### config.mk
export PLATFORM = sky130hd
export DESIGN_NAME = jit_pipeline_vec_unpack
export DESIGN_NICKNAME = d
export VERILOG_FILES = /design/src/rtl/jit_pipeline_vec_unpack.sv
export SDC_FILE = /design/constraint.sdc
export NUM_CORES = 1
export LEC_CHECK = 0
export CAP_MARGIN = 20
export CORE_MARGIN = 1.5
export CORE_UTILIZATION = 45
export CTS_CLUSTER_DIAMETER = 50
export DETAILED_ROUTE_END_ITERATION = 12
export HOLD_SLACK_MARGIN = 0.06
export PLACE_DENSITY = 0.73
export SLEW_MARGIN = 20
export SYNTH_ARGS = -nofsm -noshare
export SYNTH_HDL_FRONTEND = slang
export SYNTH_SLANG_ARGS = --single-unit
export TNS_END_PERCENT = 10
### constraint.sdc
create_clock -name sys_clk -period 1.3 [get_ports sys_clk]
set_clock_uncertainty 0.05 [all_clocks]
set_input_delay 0.13 -clock sys_clk [delete_from_list [all_inputs] [get_ports sys_clk]]
set_output_delay 0.13 -clock sys_clk [all_outputs]
set_load 0.005 [all_outputs]
### src/rtl/jit_pipeline_vec_unpack.sv
// -----------------------------------------------------------------------------
// jit_pipeline_vec_unpack
//
// Receive-side unpacker for JIT pipeline vectors. Packed words
// {tag, data, lo8} enter on a valid/ready stream and travel through a
// DEPTH-stage elastic pipeline. The pipeline supports backpressure and
// collapses bubbles. The last stage is split into its fields, and the
// redundant lo8 field is checked against the low bits of data. Words whose
// lo8 disagrees are flagged on out_err and can be counted in err_cnt.
//
// Build option:
//   JIT_UNPACK_ERRCNT_EN  defined   -> err_cnt is a 16-bit saturating count of
//                                      delivered erroneous words
//                         undefined -> err_cnt is tied to zero and has no flops
//
// Ports:
//   sys_clk    in   1                 clock, all state on the rising edge
//   sys_rst_n  in   1                 asynchronous active-low reset
//   in_valid   in   1                 input word valid
//   in_ready   out  1                 block can accept a word this cycle
//   in_vec     in   VW                packed word {tag, data, lo8}
//   out_valid  out  1                 output word valid
//   out_ready  in   1                 consumer accepts the output word
//   out_tag    out  1                 unpacked tag
//   out_data   out  DATA_W            unpacked data
//   out_lo8    out  LO_W              unpacked lo8
//   out_err    out  1                 lo8 != data[LO_W-1:0]; valid with out_valid
//   occupancy  out  $clog2(DEPTH+1)   number of occupied stages
//   err_cnt    out  16                saturating error-word count
// -----------------------------------------------------------------------------
module jit_pipeline_vec_unpack #(
    parameter int DEPTH  = 3,
    parameter int DATA_W = 16,
    parameter int LO_W   = 8,
    localparam int VW    = 1 + DATA_W + LO_W,
    localparam int OCC_W = $clog2(DEPTH + 1)
) (
    input  logic              sys_clk,
    input  logic              sys_rst_n,
    input  logic              in_valid,
    output logic              in_ready,
    input  logic [VW-1:0]     in_vec,
    output logic              out_valid,
    input  logic              out_ready,
    output logic              out_tag,
    output logic [DATA_W-1:0] out_data,
    output logic [LO_W-1:0]   out_lo8,
    output logic              out_err,
    output logic [OCC_W-1:0]  occupancy,
    output logic [15:0]       err_cnt
);

    // Stage state: one valid bit and one packed word per stage.
    // Stage 0 is nearest the input; stage DEPTH-1 drives the outputs.
    logic [DEPTH-1:0] v_q;
    logic [DEPTH-1:0] v_d;
    logic [VW-1:0]    word_q [DEPTH];
    logic [VW-1:0]    word_d [DEPTH];

    // adv[i]:  stage i hands its word downstream (or to the consumer) this cycle.
    // load[i]: stage i may capture from upstream this cycle.
    logic [DEPTH-1:0] adv;
    logic [DEPTH-1:0] load;

    // Advance is resolved from the output back toward the input. Therefore a
    // transfer at the output lets every full stage behind it move in the same
    // cycle. The full pipe then sustains one word per cycle, and ready stays
    // purely combinational.
    always_comb begin
        adv = '0;
        adv[DEPTH-1] = v_q[DEPTH-1] && out_ready;
        for (int i = DEPTH - 2; i >= 0; i--) begin
            adv[i] = v_q[i] && (!v_q[i+1] || adv[i+1]);
        end
        load = adv | ~v_q;
    end

    assign in_ready = load[0];

    // Word registers update only when a real word arrives. An emptied stage
    // therefore keeps its last contents, and the output fields hold while
    // the pipe is empty.
    always_comb begin
        v_d    = v_q;
        word_d = word_q;
        if (load[0]) begin
            v_d[0] = in_valid;
            if (in_valid) begin
                word_d[0] = in_vec;
            end
        end
        for (int i = 1; i < DEPTH; i++) begin
            if (load[i]) begin
                v_d[i] = v_q[i-1];
                if (v_q[i-1]) begin
                    word_d[i] = word_q[i-1];
                end
            end
        end
    end

    always_ff @(posedge sys_clk or negedge sys_rst_n) begin
        if (!sys_rst_n) begin
            v_q <= '0;
            for (int i = 0; i < DEPTH; i++) begin
                word_q[i] <= '0;
            end
        end else begin
            v_q <= v_d;
            for (int i = 0; i < DEPTH; i++) begin
                word_q[i] <= word_d[i];
            end
        end
    end

    // Field extraction from the last stage.
    logic [VW-1:0] last_word;
    assign last_word = word_q[DEPTH-1];

    assign out_valid = v_q[DEPTH-1];
    assign out_tag   = last_word[VW-1];
    assign out_data  = last_word[VW-2:LO_W];
    assign out_lo8   = last_word[LO_W-1:0];
    assign out_err   = (out_lo8 != out_data[LO_W-1:0]);

    always_comb begin
        occupancy = '0;
        for (int i = 0; i < DEPTH; i++) begin
            occupancy = occupancy + OCC_W'(v_q[i]);
        end
    end

`ifdef JIT_UNPACK_ERRCNT_EN
    function automatic logic [15:0] sat_inc16(input logic [15:0] cnt);
        return (cnt == 16'hFFFF) ? cnt : cnt + 16'd1;
    endfunction

    logic [15:0] err_cnt_q;
    logic [15:0] err_cnt_d;

    // A word is counted only when the consumer actually takes it, so a
    // stalled erroneous word is counted exactly once.
    always_comb begin
        err_cnt_d = err_cnt_q;
        if (out_valid && out_ready && out_err) begin
            err_cnt_d = sat_inc16(err_cnt_q);
        end
    end

    always_ff @(posedge sys_clk or negedge sys_rst_n) begin
        if (!sys_rst_n) begin
            err_cnt_q <= '0;
        end else begin
            err_cnt_q <= err_cnt_d;
        end
    end

    assign err_cnt = err_cnt_q;
`else
    assign err_cnt = 16'h0000;
`endif

endmodule

==> key figures, run 1 <==
Logic synthesis
  – Cell types with the highest counts after synthesis: dfrtp_1, buf_4, mux2_1
  – Synth top area share: 0.5869
  – Library cell with the largest summed area after synthesis: dfrtp_1
  – Share of async-settable or async-resettable flops after synthesis: 1.000
  – Syn_area_per_cell: 15.05 um^2
  – Synth unique cells: 14
  – Largest cells by area after synthesis: dfrtp_1, mux2_1, mux2_2
  – Sequential cell area fraction in the yosys report: 0.5869
  – Cell with the most instances after synthesis: dfrtp_1
  – Number of warning messages in the yosys log: 0
  – Synth Cell Area: 0.003326 mm^2
  – Number of synthesized register bits: 78
  – Top flip-flop cell by instance count after synthesis: dfrtp_1
  – Number of synthesized flops with an enable pin: 0
  – Synthesized netlist cell count: 221

Detailed routing
  – Antenna violation net count after detailed routing: 0
  – DR pass1 iterations: 4
  – Aggregate routed wire length: 6.130 mm
  – Routed vias/inst: 4.636
  – Violation count after the first detailed-routing iteration: 82
  – Post-route DRC violation count: 0
  – Total via count in the routed design: 1845
  – Routed wire length per instance: 15.40 um

Worst hold path
  – Hold/Removal Path Class: input port to async pin

Critical path
  – CP Buf/Inv Count: 1
  – Crit Path Category: register to output pin
  – Required @ worst endpoint: 1.12 ns
  – Type of origin of the critical path: register
  – Max stage delay on crit path: 0.57 ns
  – Critical Path AT: 1.44 ns
  – Crit end category: output pin
  – Path length in cells of the critical path: 2
  – R2R Path Start: v_q[1]
  – Dominant delay contributor by cell family on the critical path: adder cells
  – Slowest library cell on the worst path: fa_2
  – Worst flop-to-flop path endpoint: word_q[40]
  – Flop2flop setup slack: -0.20 ns
  – Number of cells traversed by the worst register-to-register path: 5
  – Peak fanout along the critical path: 2
  – Cells along the critical path: fa_2 -> buf_6

Outcome
  – Outcome: complete, but fails checks
  – Failing checks: setup timing

Final layout
  – # diodes: 0
  – Fin area: 0.004531 mm^2
  – Area added between synthesis and finish: 36.23%
  – Share of the core filled with cells: 0.6280
  – Nets: 324
  – Fraction of layout instances using a drive strength above 1: 0.4849
  – Non-Filler Instances: 398

STA
  – Fin. Hold Viols: 0
  – Count of final max-slew check failures: 0
  – Least setup slack across all paths after layout: -0.3165 ns
  – Setup repair after global routing missed its margin: true
  – Period Utilization, post-route: 1.243
  – Shortest clock period the worst path allows after layout: 1.617 ns
  – Timing-limited maximum frequency: 0.6186 GHz
  – Smallest hold slack: 0.2422 ns
  – Setup violators final: 79
  – Final setup TNS: -10.88 ns

Power
  – Power Dens Cells: 1791 mW/mm^2
  – Sequential power share: 0.429
  – P_leak: 2.134 nW
  – Peak supply drop: 0.0009079 V
  – Proportion of power drawn by combinational gates: 0.302
  – Overall Power: 8.113 mW
  – Switching share of power: 0.2605
  – Switching pwr: 2.113 mW
  – Clock network fraction of total power: 0.269
  – Internal power: 5.999 mW

Floorplanning
  – Die Area: 0.007915 mm^2
  – Rows: 31
  – I/O pin cnt: 75
  – Starting utilization of the core area: 0.4610
  – Die Span X: 88.97 um
  – Placeable Area: 0.007214 mm^2
  – Die height: 88.97 um

Clock tree
  – Clock latency of the later-clocked register in the worst-skew pair: 0.35 ns
  – Number of buffers on the longest clock path: 2
  – TritonCTS Sinks: 78
  – H-tree level count: 3
  – CTS tree: yes
  – Clock-pin transition on the worst setup and hold timing paths: 0.08 ns
  – TritonCTS buffer count: 9
  – CTS Root Buffer Type: clkbuf_8

Placed design
  – Input/output buffers: 58
  – Area after DPL: 0.004065 mm^2
  – Last weighted congestion value of the routability-driven placer: 0.7691
  – Number of placed instances with taps included: 376
  – Detail Placement HPWL: 3.888 mm
  – Worst setup timing slack at the placement stage: -0.3093 ns

Global route
  – Global-route wire length before repair: 9.177 mm
  – Total routing usage reported by global routing: 0.1596
  – Number of global-route vias before repair: 1853
  – Total overflow reported by the global router: 0
  – Initial antenna violation count: 0
  – Maximum number of pins on one net before global-route repair: 33

Job
  – Maximum Capacitance Violations: 0
-- layout make-up --
class                   instances  area, um^2
fillers                       537        2684
flip-flops and latches         78        1954
multi-input cells             112        1276
repair buffers                 93       929.6
clock buffers                   9       123.9
well taps                      99       123.9
clock inverters                 7       122.6
-- cells in the final DEF (no fill, tap or decap) --
master,instances
nor4_1,2
mux2_4,44
clkdlybuf4s50_1,27
buf_6,10
nand4b_4,1
bufinv_16,3
clkdlybuf4s15_1,5
buf_2,5
clkbuf_2,9
clkbuf_16,2
clkinv_4,2
clkbuf_8,9
dlygate4sd2_1,9
mux2_1,5
nand3b_1,1
xor2_1,8
mux2_2,26
nand2_4,3
nand2b_1,3
conb_1,16
clkinvlp_4,2
buf_12,8
buf_4,17
dfrtp_2,2
nand2_1,1
fa_2,1
nand2b_4,1
dfrtp_1,76
dlygate4sd3_1,1
-- metal layers --
layer | track usage | share of wire
met4 | 0.06713 | 0.014
met5 | 0 | 0
met1 | 0.2177 | 0.46
met3 | 0.04801 | 0.037
met2 | 0.2404 | 0.48
-- worst reg2reg max path, stage by stage, from the launching register on --
cell	delay [ns]
dfrtp_2	0.43
buf_6	0.13
nand3b_1	0.15
nand2_4	0.13
clkbuf_16	0.19
mux2_4	0.30
-- state kept, by name (all words and copies together), names as in the netlist --
register,count
word_q,50
last_word,25
v_q,3
-- power groups by stage --
stage               sequential [mW]  clock, mW  combinational, mW
floorplan                      3.43          0               1.36
global placement               3.46          0               2.26
detailed placement             3.50          0               2.28
CTS                            3.47       2.24               2.33
global route                   3.57       2.32               2.65
finish                         3.48       2.18               2.45
-- cells by family after synthesis --
family / Yosys count / share of synthesized area
mux: 75 / 0.2540
xor+xnor: 8 / 0.02107
other cells: 1 / 0.001128
fa+ha+maj: 1 / 0.006020
buf+inv: 46 / 0.1061
simple gates: 12 / 0.02483
flops: 78 / 0.5869
-- timing repair --
| item | CTS | global route |
|---|---|---|
| setup buffers | 1 | 4 |
| resized for setup | 101 | 32 |
| gates cloned | 0 | 2 |
| endpoints found under the setup margin | 105 | 89 |
| hold buffers | 1 | 0 |
| hold endpoints to repair | 78 | 0 |
| pin swaps | 5 | 7 |
-- how the worst max path moves through the flow --
stage	start	to	slack, ns
after global routing	last_word[9]	out_err	-0.37
final	v_q[1]	occupancy[0]	-0.32
after global placement	last_word[9]	out_err	-0.30
after detailed placement	out_ready	word_q[39]	-0.31
after CTS	last_word[6]	out_err	-0.38
after floorplan	v_q[2]	last_word[10]	-0.02
(Power assumes the default switching activity.)
==> run 2: changes to the inputs <==
--- a/config.mk
+++ b/config.mk
@@ -11,7 +11,7 @@
 export CTS_CLUSTER_DIAMETER = 50
 export DETAILED_ROUTE_END_ITERATION = 12
 export HOLD_SLACK_MARGIN = 0.06
-export PLACE_DENSITY = 0.73
+export PLACE_DENSITY = 0.76
 export SLEW_MARGIN = 20
 export SYNTH_ARGS = -nofsm -noshare
 export SYNTH_HDL_FRONTEND = slang
==> run 2 against run 1 <==
Effect of this change: the flow still finishes with violations (setup timing); flip-flop and latch count stayed put; critical path depth rose by 2; final area is 0.64% lower; combinational power grew 2%; highest routed layer unchanged.
==> key figures, run 2 (same netlist as run 1, synthesis figures left out) <==
Placed design
  – Input/output buffers: 58
  – Last weighted congestion value of the routability-driven placer: 0.7464
  – Worst setup timing slack at the placement stage: -0.2959 ns
  – Detail Placement HPWL: 4.043 mm
  – Area after DPL: 0.004050 mm^2
  – Number of placed instances with taps included: 374

Floorplanning
  – I/O pin cnt: 75
  – Die Span X: 88.97 um
  – Die Area: 0.007915 mm^2
  – Placeable Area: 0.007214 mm^2
  – Die height: 88.97 um
  – Rows: 31
  – Starting utilization of the core area: 0.4610

STA
  – Shortest clock period the worst path allows after layout: 1.610 ns
  – Fin. Hold Viols: 0
  – Period Utilization, post-route: 1.239
  – Count of final max-slew check failures: 0
  – Smallest hold slack: 0.1977 ns
  – Setup violators final: 80
  – Setup repair after global routing missed its margin: true
  – Timing-limited maximum frequency: 0.6210 GHz
  – Least setup slack across all paths after layout: -0.3102 ns
  – Final setup TNS: -9.690 ns

Global route
  – Total overflow reported by the global router: 0
  – Met1 track demand over resource in global routing: 0.2120
  – Number of global-route vias before repair: 1885
  – Most heavily used metal layer in global routing: met2
  – Total routing usage reported by global routing: 0.1662
  – Initial antenna violation count: 0
  – Maximum number of pins on one net before global-route repair: 38
  – Global routing met2 resource utilization: 0.2755
  – Global-route wire length before repair: 9.708 mm
  – Met3 Usage GRT: 0.03047

Detailed routing
  – Routed wire length per instance: 16.16 um
  – DR pass1 iterations: 4
  – Total via count in the routed design: 1832
  – Violation count after the first detailed-routing iteration: 88
  – Antenna violation net count after detailed routing: 0
  – Aggregate routed wire length: 6.414 mm
  – Routed vias/inst: 4.615
  – Post-route DRC violation count: 0

Final layout
  – Most common cell after layout, fill and taps aside: dfrtp_1
  – Nets: 323
  – # diodes: 0
  – Share of the core filled with cells: 0.6240
  – Non-Filler Instances: 397
  – Commonest cells after routing, fill and taps aside: dfrtp_1, mux2_4, clkdlybuf4s50_1, mux2_2, buf_4
  – Fraction of layout instances using a drive strength above 1: 0.4799
  – Fin area: 0.004502 mm^2
  – Area added between synthesis and finish: 35.36%
  – Register bank with the most flops: word_q
  – Max FFs per register: 50

Critical path
  – Crit Path Category: register to output pin
  – Flop2flop setup slack: -0.19 ns
  – Timing startpoint of the critical path: last_word[3]
  – Crit end category: output pin
  – Type of origin of the critical path: register
  – Critical Path AT: 1.43 ns
  – R2R Path Start: v_q[2]
  – Required @ worst endpoint: 1.12 ns
  – Peak fanout along the critical path: 2
  – Number of cells traversed by the worst register-to-register path: 5
  – Worst flop-to-flop path endpoint: word_q[39]

Power
  – Overall Power: 7.955 mW
  – P_leak: 2.127 nW
  – Power Dens Cells: 1767 mW/mm^2
  – Peak supply drop: 0.0006202 V

Outcome
  – Outcome: complete, but fails checks
  – Failing checks: setup timing

Clock tree
  – TritonCTS Sinks: 78
  – TritonCTS buffer count: 9
  – H-tree level count: 3
  – CTS Root Buffer Type: clkbuf_8
  – Clock-pin transition on the worst setup and hold timing paths: 0.08 ns
  – Clock latency of the later-clocked register in the worst-skew pair: 0.34 ns
  – CTS tree: yes
  – Number of buffers on the longest clock path: 2

Job
  – Maximum Capacitance Violations: 0

Worst hold path
  – Hold/Removal Path Class: input port to async pin
-- run 2: critical path: stages (launching register included) --
cell     delay (ns)
dfrtp_1        0.42
xor2_1         0.17
nor4_2         0.28
nand2_1        0.09
buf_2          0.14
-- run 2: report_power, final --
group	internal, mW	switching, mW	total [mW]
logic	1.66	0.838	2.50
clock network	1.08	0.878	1.96
registers	3.08	0.412	3.49
total	5.83	2.13	7.95
-- run 2: layout make-up --
| cell class | count | area, um^2 |
|---|---|---|
| Fill cell | 560 | 2713 |
| Clock buffer | 10 | 127.6 |
| Tap cell | 99 | 123.9 |
| Clock inverter | 6 | 86.33 |
| Multi-Input combinational cell | 112 | 1290 |
| Timing Repair Buffer | 92 | 919.6 |
| Sequential cell | 78 | 1954 |
-- run 2: layer usage --
layer / vias up / wire (um)
met4: 0 / 82
met1: 936 / 3088
met2: 47 / 3035
met3: 7 / 208
li1: 842 / -
met5: - / 0
-- run 2: timing repair --
item	CTS	global route
pin swaps	4	5
setup buffers	3	3
endpoints found under the setup margin	105	91
hold endpoints to repair	78	0
hold buffers	1	0
gates cloned	0	1
resized for setup	94	39
-- run 2: worst max-delay path by stage --
stage | to | slack, ns | cells past startpoint
global route | out_err | -0.41 | 4
detailed placement | occupancy[0] | -0.30 | 2
finish | out_err | -0.31 | 4
global placement | occupancy[0] | -0.30 | 2
floorplan | last_word[10] | -0.02 | 4
CTS | out_err | -0.35 | 4
